## config.mk

```make
export PLATFORM = sky130hd
export DESIGN_NAME = branch_resolve_unit_flat
export DESIGN_NICKNAME = d
export VERILOG_FILES = /design/src/rtl/branch_pkg.sv /design/src/rtl/branch_resolve_unit_if.sv /design/src/rtl/branch_history_table.sv /design/src/rtl/branch_resolve_unit.sv /design/src/flat_wrapper.sv
export SDC_FILE = /design/constraint.sdc
export NUM_CORES = 1
export LEC_CHECK = 0
export CAP_MARGIN = 25
export CORE_MARGIN = 3
export CORE_UTILIZATION = 54
export DETAILED_ROUTE_END_ITERATION = 7
export PLACE_DENSITY = 0.82
export SYNTH_ARGS = -nofsm -noshare
export SYNTH_HDL_FRONTEND = slang
export SYNTH_SLANG_ARGS = --single-unit
```

## constraint.sdc

```tcl
create_clock -name clk -period 3.65 [get_ports clk]
set_clock_uncertainty 0.2 [all_clocks]
set_input_delay 0.365 -clock clk [delete_from_list [all_inputs] [get_ports clk]]
set_output_delay 0.365 -clock clk [all_outputs]
set_load 0.005 [all_outputs]
```

## src/rtl/branch_pkg.sv

```systemverilog
// branch_pkg: shared types and helpers for the branch resolution slice.
//   cond_e     - 3-bit branch condition codes carried with each branch.
//   SNT..ST    - 2-bit saturating direction counter states.
//   BHT_RESET  - value every predictor entry takes on reset.
//   cond_eval  - evaluates a condition code against the ALU Z/N flags.
package branch_pkg;

    typedef enum logic [2:0] {
        COND_GE = 3'b000,  // !N, the original "branch if not negative"
        COND_EQ = 3'b001,
        COND_NE = 3'b010,
        COND_LT = 3'b011,
        COND_AL = 3'b100,
        COND_LE = 3'b101,
        COND_GT = 3'b110,
        COND_NV = 3'b111
    } cond_e;

    localparam logic [1:0] SNT = 2'b00;
    localparam logic [1:0] WNT = 2'b01;
    localparam logic [1:0] WT  = 2'b10;
    localparam logic [1:0] ST  = 2'b11;

    localparam logic [1:0] BHT_RESET = WNT;

    function automatic logic cond_eval(input cond_e cond, input logic z, input logic n);
        logic res;
        res = 1'b0;
        unique case (cond)
            COND_GE: res = !n;
            COND_EQ: res = z;
            COND_NE: res = !z;
            COND_LT: res = n;
            COND_AL: res = 1'b1;
            COND_LE: res = z | n;
            COND_GT: res = !z & !n;
            COND_NV: res = 1'b0;
            default: res = 1'b0;
        endcase
        return res;
    endfunction

endpackage

```

## src/rtl/branch_resolve_unit_if.sv

```systemverilog
// branch_resolve_unit_if: execute-stage bundle between the pipeline and the
// branch resolution unit.
//   master - pipeline side: drives the execute instruction, receives redirect.
//   slave  - resolution unit side.
//   Signals: validE, stallE, branchE, jumpE, condE, zeroE, negativeE, pcE,
//            targetE, predTakenE (to unit); pcSrcE, redirectPcE, flushE (back).
interface branch_resolve_unit_if #(
    parameter int unsigned PC_W = 32
);
    logic            validE;
    logic            stallE;
    logic            branchE;
    logic            jumpE;
    logic [2:0]      condE;
    logic            zeroE;
    logic            negativeE;
    logic [PC_W-1:0] pcE;
    logic [PC_W-1:0] targetE;
    logic            predTakenE;
    logic            pcSrcE;
    logic [PC_W-1:0] redirectPcE;
    logic            flushE;

    modport master (
        output validE, stallE, branchE, jumpE, condE, zeroE, negativeE,
               pcE, targetE, predTakenE,
        input  pcSrcE, redirectPcE, flushE
    );

    modport slave (
        input  validE, stallE, branchE, jumpE, condE, zeroE, negativeE,
               pcE, targetE, predTakenE,
        output pcSrcE, redirectPcE, flushE
    );
endinterface

```

## src/rtl/branch_history_table.sv

```systemverilog
// branch_history_table: direct-mapped array of 2-bit saturating direction
// counters. Combinational read (no bypass of a same-cycle write), trained on
// the rising edge.
//   clk, rst  - clock, synchronous active-high reset (all entries -> BHT_RESET)
//   rd_idx    - fetch lookup index; rd_taken = counter MSB
//   wr_en     - train entry wr_idx toward wr_taken
module branch_history_table
    import branch_pkg::*;
#(
    parameter  int unsigned DEPTH = 64,
    localparam int unsigned IDX_W = $clog2(DEPTH)
) (
    input  logic             clk,
    input  logic             rst,
    input  logic [IDX_W-1:0] rd_idx,
    output logic             rd_taken,
    input  logic             wr_en,
    input  logic [IDX_W-1:0] wr_idx,
    input  logic             wr_taken
);
    logic [1:0] ctr [DEPTH];

    assign rd_taken = ctr[rd_idx][1];

    always_ff @(posedge clk) begin
        if (rst) begin
            for (int unsigned i = 0; i < DEPTH; i++) begin
                ctr[i] <= BHT_RESET;
            end
        end else if (wr_en) begin
            if (wr_taken) begin
                if (ctr[wr_idx] != ST) ctr[wr_idx] <= ctr[wr_idx] + 2'd1;
            end else begin
                if (ctr[wr_idx] != SNT) ctr[wr_idx] <= ctr[wr_idx] - 2'd1;
            end
        end
    end
endmodule

```

## src/rtl/branch_resolve_unit.sv

```systemverilog
// branch_resolve_unit: execute-stage branch resolution with per-branch
// condition codes, 2-bit predictor table, mispredict redirect and wrapping
// performance counters.
//   clk, rst         - clock, synchronous active-high reset
//   pcF / predTakenF - fetch-side prediction lookup (combinational)
//   ex               - execute bundle (slave): instruction in, redirect out
//   branchCount      - active branches + jumps (wraps)
//   mispredictCount  - active cycles that redirected (wraps)
module branch_resolve_unit
    import branch_pkg::*;
#(
    parameter int unsigned PC_W      = 32,
    parameter int unsigned BHT_DEPTH = 64,
    parameter int unsigned PC_STEP   = 4,
    parameter int unsigned CNT_W     = 32
) (
    input  logic                 clk,
    input  logic                 rst,
    input  logic [PC_W-1:0]      pcF,
    output logic                 predTakenF,
    branch_resolve_unit_if.slave ex,
    output logic [CNT_W-1:0]     branchCount,
    output logic [CNT_W-1:0]     mispredictCount
);
    localparam int unsigned IDX_W = $clog2(BHT_DEPTH);

    logic active;
    logic is_branch;
    logic cond_true;
    logic taken;
    logic bht_taken;
    logic unused_pcf_bits;

    // Only the word-index bits of the fetch PC address the table.
    assign unused_pcf_bits = ^{pcF[PC_W-1:IDX_W+2], pcF[1:0]};

    assign active    = ex.validE & !ex.stallE & !rst;
    // With both class bits set the instruction is handled as a jump.
    assign is_branch = ex.branchE & !ex.jumpE;
    assign cond_true = cond_eval(cond_e'(ex.condE), ex.zeroE, ex.negativeE);
    assign taken     = ex.jumpE | (ex.branchE & cond_true);

    branch_history_table #(
        .DEPTH (BHT_DEPTH)
    ) u_bht (
        .clk      (clk),
        .rst      (rst),
        .rd_idx   (pcF[IDX_W+1:2]),
        .rd_taken (bht_taken),
        .wr_en    (active & is_branch),
        .wr_idx   (ex.pcE[IDX_W+1:2]),
        .wr_taken (taken)
    );

    assign predTakenF = rst ? 1'b0 : bht_taken;

    always_comb begin
        ex.pcSrcE      = 1'b0;
        ex.redirectPcE = ex.targetE;
        if (rst) begin
            ex.redirectPcE = '0;
        end else if (active) begin
            if (ex.jumpE) begin
                ex.pcSrcE = !ex.predTakenE;
            end else if (ex.branchE && (taken != ex.predTakenE)) begin
                ex.pcSrcE = 1'b1;
                // Predicted taken but fell through: resume at the next instruction.
                if (!taken) ex.redirectPcE = ex.pcE + PC_W'(PC_STEP);
            end
        end
    end

    assign ex.flushE = ex.pcSrcE;

    always_ff @(posedge clk) begin
        if (rst) begin
            branchCount     <= '0;
            mispredictCount <= '0;
        end else begin
            if (active && (ex.branchE || ex.jumpE)) branchCount <= branchCount + CNT_W'(1);
            if (ex.pcSrcE) mispredictCount <= mispredictCount + CNT_W'(1);
        end
    end
endmodule

```

## src/flat_wrapper.sv

```systemverilog
// flat-port wrapper written by rule: the top's interface ports become plain ports
module branch_resolve_unit_flat import branch_pkg::*;
#(
    parameter int unsigned PC_W      = 32,
    parameter int unsigned BHT_DEPTH = 64,
    parameter int unsigned PC_STEP   = 4,
    parameter int unsigned CNT_W     = 32
)
  (clk, rst, pcF, predTakenF, branchCount, mispredictCount, ex_validE, ex_stallE, ex_branchE, ex_jumpE, ex_condE, ex_zeroE, ex_negativeE, ex_pcE, ex_targetE, ex_predTakenE, ex_pcSrcE, ex_redirectPcE, ex_flushE);
  branch_resolve_unit_if #(.PC_W(PC_W)) ex_i ();
  input  logic clk;
  input  logic rst;
  input  logic [PC_W-1:0] pcF;
  output logic predTakenF;
  output logic [CNT_W-1:0] branchCount;
  output logic [CNT_W-1:0] mispredictCount;
  input wire logic [$bits(ex_i.validE)-1:0] ex_validE;
  input wire logic [$bits(ex_i.stallE)-1:0] ex_stallE;
  input wire logic [$bits(ex_i.branchE)-1:0] ex_branchE;
  input wire logic [$bits(ex_i.jumpE)-1:0] ex_jumpE;
  input wire logic [$bits(ex_i.condE)-1:0] ex_condE;
  input wire logic [$bits(ex_i.zeroE)-1:0] ex_zeroE;
  input wire logic [$bits(ex_i.negativeE)-1:0] ex_negativeE;
  input wire logic [$bits(ex_i.pcE)-1:0] ex_pcE;
  input wire logic [$bits(ex_i.targetE)-1:0] ex_targetE;
  input wire logic [$bits(ex_i.predTakenE)-1:0] ex_predTakenE;
  output wire logic [$bits(ex_i.pcSrcE)-1:0] ex_pcSrcE;
  output wire logic [$bits(ex_i.redirectPcE)-1:0] ex_redirectPcE;
  output wire logic [$bits(ex_i.flushE)-1:0] ex_flushE;
  assign ex_i.validE = ex_validE;
  assign ex_i.stallE = ex_stallE;
  assign ex_i.branchE = ex_branchE;
  assign ex_i.jumpE = ex_jumpE;
  assign ex_i.condE = ex_condE;
  assign ex_i.zeroE = ex_zeroE;
  assign ex_i.negativeE = ex_negativeE;
  assign ex_i.pcE = ex_pcE;
  assign ex_i.targetE = ex_targetE;
  assign ex_i.predTakenE = ex_predTakenE;
  assign ex_pcSrcE = ex_i.pcSrcE;
  assign ex_redirectPcE = ex_i.redirectPcE;
  assign ex_flushE = ex_i.flushE;
  branch_resolve_unit #(.PC_W(PC_W), .BHT_DEPTH(BHT_DEPTH), .PC_STEP(PC_STEP), .CNT_W(CNT_W)) u_core (.clk(clk), .rst(rst), .pcF(pcF), .predTakenF(predTakenF), .ex(ex_i), .branchCount(branchCount), .mispredictCount(mispredictCount));
endmodule
```

# Word level (Yosys, flattened, before mapping)
# Memory sizes are Yosys's and may differ from the RTL's.
# Cells that the tools add are included.
[word_totals]
ramBits = 128
n_memories = 1
word_cells = 65
output_inout_bits = 99
regBits = 64
inputBits = 108
[mem_list]
columns = ["name", "depth", "width", "rd", "rd_clocked_by_memory_dff", "write_ports", "line_no", "text"]
rows = [
  ["u_core.u_bht.ctr", 64, 2, 2, 0, 64, "branch_history_table.sv:21", "logic [1:0] ctr [DEPTH];"],
]
[classes]
muxes = 27
n_eq_ne = 9
n_addsub = 5
reduce_logical = 12
bitwise_logic = 9
[ops]
columns = ["operator", "count"]
rows = [
  ["2-to-1 mux 32 bit", 5],
  ["adder 32 x 1 -> 32 bit, second input constant", 2],
  ["adder 32 x 3 -> 32 bit, second input constant", 1],
  ["2-to-1 mux 1 bit", 18],
  ["== test 3 bit, second input constant", 4],
  ["one-hot mux 1 bit (8 select lines)", 1],
  ["AND 1 bit", 6],
  ["== test 3 x 2 -> 1 bit, second input constant", 2],
  ["zero test 1 bit", 6],
  ["2-to-1 mux 6 bit", 1],
  ["2-to-1 mux 2 bit", 2],
  ["== test 3 x 1 -> 1 bit, second input constant", 1],
  ["zero test 3 bit", 1],
  ["OR 1 bit", 3],
  ["adder 2 x 1 -> 2 bit, second input constant", 1],
  ["logical AND 1 bit", 2],
  ["inequality test 2 bit, second input constant", 1],
  ["nonzero test 2 bit", 1],
  ["OR reduction 2 bit", 1],
  ["subtractor 2 x 1 -> 2 bit, second input constant", 1],
  ["logical OR 1 bit", 1],
  ["inequality test 1 bit", 1],
]

# Longest topological paths before layout
[depth]
depth_word = 12
ltp_mapped = 13
depth_no_buf = 8

# Hierarchy
# From an unflattened synthesis, not the netlist that was laid out.
[hier_totals]
hier_cells = 1425
area_unflattened_um2 = 12763.5
[modules_own_cells]
columns = ["module", "seq_area_each_um2", "n_inst", "area_per_inst_um2", "cells_each"]
rows = [
  ["branch_history_table", 3843.7, 1, 8421.8, 855],
  ["branch_resolve_unit", 1281.2, 1, 4341.7, 570],
]

# Worst setup path before layout
# Ideal clock, no wire load.
[synth_timing]
path_kind = "in2out"
from = "input port pcF[2]"
to = "output port predTakenF"
arrival_time_ns = 2.897
setup_slack_ns = 0.188
path_buffers = 2
required_time_ns = 3.085
stages = 6
path_cell_list = "clkbuf_1 -> buf_1 -> mux4_2 -> mux4_2 -> mux4_2 -> nor2b_1"
[synth_between]
elab_chain_len = 2
[synth_rtl]
columns = ["element", "line_no", "text"]
rows = [
  ["from (decl)", "flat_wrapper.sv:13", "input logic [PC_W-1:0] pcF;"],
  ["memory read (64 x 2 bit)", "--", ""],
  ["2-to-1 mux 1 bit", "branch_resolve_unit.sv:55", "assign predTakenF = rst ? 1'b0 : bht_taken;"],
  ["to (decl)", "flat_wrapper.sv:14", "output logic predTakenF;"],
]
# No other way between the ends.

# Final worst setup path
[layout_timing]
from = "input port ex_pcE[6]"
to = "output port ex_redirectPcE[26]"
[layout_between]
elab_chain_len = 6
[layout_rtl]
columns = ["element", "line_no", "text"]
rows = [
  ["from (decl)", "flat_wrapper.sv:24", "input wire logic [$bits(ex_i.pcE)-1:0] ex_pcE;"],
  ["adder 32 x 3 -> 32 bit", "branch_resolve_unit.sv:68", "if (!taken) ex.redirectPcE = ex.pcE + PC_W'(PC_STEP);"],
  ["2-to-1 mux 32 bit", "branch_resolve_unit.sv:68", ""],
  ["2-to-1 mux 32 bit", "branch_resolve_unit.sv:65", "end else if (ex.branchE && (taken != ex.predTakenE)) begin"],
  ["2-to-1 mux 32 bit", "branch_resolve_unit.sv:63", "if (ex.jumpE) begin"],
  ["2-to-1 mux 32 bit", "branch_resolve_unit.sv:62", "end else if (active) begin"],
  ["2-to-1 mux 32 bit", "branch_resolve_unit.sv:60", "if (rst) begin"],
  ["to (decl)", "flat_wrapper.sv:28", "output wire logic [$bits(ex_i.redirectPcE)-1:0] ex_redirectPcE;"],
]
# No other way between the ends.

==> impl_metrics.json <==
{
  "antenna_found_initial": 0,
  "start_util_pct": 56.0,
  "numCtsBuffers": 17,
  "cts.clk_slew.worst_paths_ns": 0.07,
  "path_max_fanout": 5,
  "grt_max_degree": 72,
  "maxSlewHeadroom_pct": 48.7,
  "die-area_um2": 23200,
  "required_ns": 3.08,
  "yosysWarnings": 0,
  "min_period_ns": 3.57,
  "cts_tree": "built",
  "vdd_drop_max_mv": 0.343,
  "tightest_slew_ns": 0.769,
  "grt_pass1_vias": 11100,
  "yosysUniqueCellTypes": 69,
  "syn_to_final_growth_pct": 32.5,
  "slew_violations": 0,
  "netlist_area_um2": 11600,
  "cts-htree-levels": 4,
  "dpl.hpwl_um": 28600,
  "synth-edff-count": 128,
  "drt-initial-drc-count": 1348,
  "critPathKind": "input port to output port",
  "clk_latency_ns": 0.44,
  "clock_path_buffers": 2,
  "slowest_delay_ns": 0.57,
  "synth_commonest_cells": "edfxtp_1, nor2_1, nand3_1, nand2_1, dfxtp_1",
  "timing.rr.start": "u_core.u_bht.ctr[36][1]$_SDFFCE_PN0P_",
  "finalHoldViolCount": 0,
  "track_usage_pct": 33.6,
  "crit_family": "buffers and inverters",
  "synth_top_area_cell": "edfxtp_1",
  "synth_top_area_share_pct": 33.3,
  "fin_crit_sh_pct": 97.9,
  "crit_buf_inv": 4,
  "critical_path.slowest_cell": "clkdlybuf4s50_1",
  "finalNonFillerCells": 1714,
  "grt_pass1_wl_um": 61500,
  "synthTopCellsByArea": "edfxtp_1, dfxtp_1, mux4_2",
  "wl_um": 40100,
  "drive_gt1_share_pct": 19.3,
  "gp_congestion": 1.06,
  "synth-seq-cells": 192,
  "postRouteAntennaNets": 0,
  "startpoint_type": "input port",
  "drc": 0,
  "first_pass_iters": 8,
  "io_pins": 207,
  "clock_sinks": 192,
  "rr_worst_depth": 12,
  "hold_start": "u_core.mispredictCount[31]$_SDFFE_PP0P_",
  "r2r_end": "u_core.u_bht.ctr[24][1]$_SDFFCE_PN0P_",
  "synthesis.instances": 1172,
  "leakagePower_nw": 5.49,
  "seq_area_frac_synth_pct": 44.3,
  "die_width_um": 152,
  "rsz0062_at_grt": "yes",
  "power_density_nw_per_um2": 343,
  "overflow": 0,
  "min_to": "u_core.mispredictCount[31]$_SDFFE_PP0P_",
  "antennaDiodeCount": 0,
  "rows": 52,
  "design.core.area_um2": 20600,
  "ctsHoldBuffers": 0,
  "synth.most_common_cell": "edfxtp_1",
  "synth_ff_type": "edfxtp_1",
  "fmax_ghz": 0.280,
  "root_buffer": "clkbuf_16",
  "avgSynthCellArea_um2": 9.86,
  "die_h_um": 152,
  "portBuffers": 180,
  "crit_arrival_ns": 3.01,
  "status": "finished clean",
  "post_drt_wl_per_cell_um": 23.4,
  "vias_per_cell": 6.48,
  "stdcell_area_um2": 15300,
  "setup_viol": 0,
  "synthesis.nets": 1283,
  "placed_cells": 1681,
  "vias": 11100,
  "synthArstFlopShare_pct": 0,
  "r2r_slack_ns": 0.15,
  "cp_cell_sequence": "clkdlybuf4s50_1 -> buf_4 -> nand3_1 -> buf_4 -> nor2_1 -> nand4_1 -> nor2_1 -> nand3_1 -> xor2_1 -> a211oi_1 -> clkdlybuf4s50_1",
  "setup_tns_ns": 0,
  "hold_depth": 1,
  "cap_violations": 0,
  "hp-class": "flop to flop",
  "nets": 1542,
  "place_area_um2": 14600,
  "end_kind": "output port"
}
[cells in the final DEF, fill, tap and decap left out, types with 17 or more instances in the layout]
cell	netlist	layout
a211oi_1	31	29
a21o_1	34	34
a21oi_1	23	23
and3_1	22	21
buf_4	8	147
clkbuf_16	0	17
clkdlybuf4s50_1	0	155
dfxtp_1	64	64
dlymetal6s2s_1	0	18
edfxtp_1	128	128
mux2i_1	22	21
mux4_2	27	27
nand2_1	93	93
nand3_1	100	100
nand4_1	18	18
nor2_1	122	120
nor3_1	36	33
nor4_1	44	44
o21bai_1	21	21
or3_1	30	30
xnor2_1	32	32
xor2_1	52	52
[how the worst max path moves through the flow]
stage | end | slack (ns) | start | depth (start not counted)
2_1_floorplan | predTakenF | 0.19 | pcF[2] | 6
3_3_place_gp | u_core.u_bht.ctr[20][0]$_SDFFCE_PN1P_ | -0.29 | ex_pcE[3] | 12
3_5_place_dp | u_core.u_bht.ctr[13][1]$_SDFFCE_PN0P_ | -0.36 | ex_pcE[3] | 12
4_1_cts | ex_redirectPcE[31] | 0.03 | ex_pcE[6] | 12
5_1_grt | ex_redirectPcE[26] | -0.1 | ex_pcE[6] | 11
6_report | ex_redirectPcE[26] | 0.08 | ex_pcE[6] | 11
[what timing repair did]
| item | CTS | global route |
|---|---|---|
| setup buffers | 0 | 0 |
| cloned | 1 | 0 |
| pin swaps | 0 | 1 |
| resized for setup | 4 | 27 |
| endpoints found under the setup margin | 27 | 57 |
[cell families after synthesis]
family	share of synthesized area (%)
and+or+nand+nor	24.9
buffers and inverters	4.58
DFF	44.3
xor gates and xnor gates	6.37
muxes	8.73
adders and majority gates	0.325
AOI/OAI and AO/OA	10.7
[metrics by stage]
| stage | power, mW | util (%) | hold slack [ns] | worst slack [ns] |
|---|---|---|---|---|
| after floorplan | 2.88 | - | 0.257 | 0.188 |
| after global placement | 3.33 | 70.8 | 0.256 | -0.291 |
| after detailed placement | 3.35 | 70.8 | 0.255 | -0.356 |
| after CTS | 5.22 | 73.9 | 0.271 | 0.0275 |
| after global routing | 5.38 | 74.2 | 0.309 | -0.0966 |
| final | 5.25 | 74.2 | 0.265 | 0.0755 |
[metal layers]
metal  vias to the layer above  share of wire, %  GRT usage (%)
met3                       183                12           9.86
met1                      5251                37           42.2
met5                         -                 0              0
met4                         0               5.7           17.5
met2                       781                45           52.9
li1                       4897                 -              -
[power by group]
| group | switching, mW | total [mW] | internal, mW |
|---|---|---|---|
| clock | 0.843 | 1.91 | 1.07 |
| sequential | 0.0226 | 2.36 | 2.34 |
| combinational | 0.551 | 0.981 | 0.430 |
| total | 1.42 | 5.25 | 3.84 |
[layout make-up]
class                   instances  area, um2
repair buffers                341       3230
well taps                     270        338
inverters                      14       52.6
fillers                      1422       5320
multi-input cells             865       5970
clock buffers                  20        447
clock inverters                12        148
flip-flops and latches        192       5120
[sequential cells by signal (all words and copies together) (netlist names)]
register                cells
u_core.mispredictCount     32
u_core.u_bht.ctr          128
u_core.branchCount         32
(Power assumes the default switching activity.)
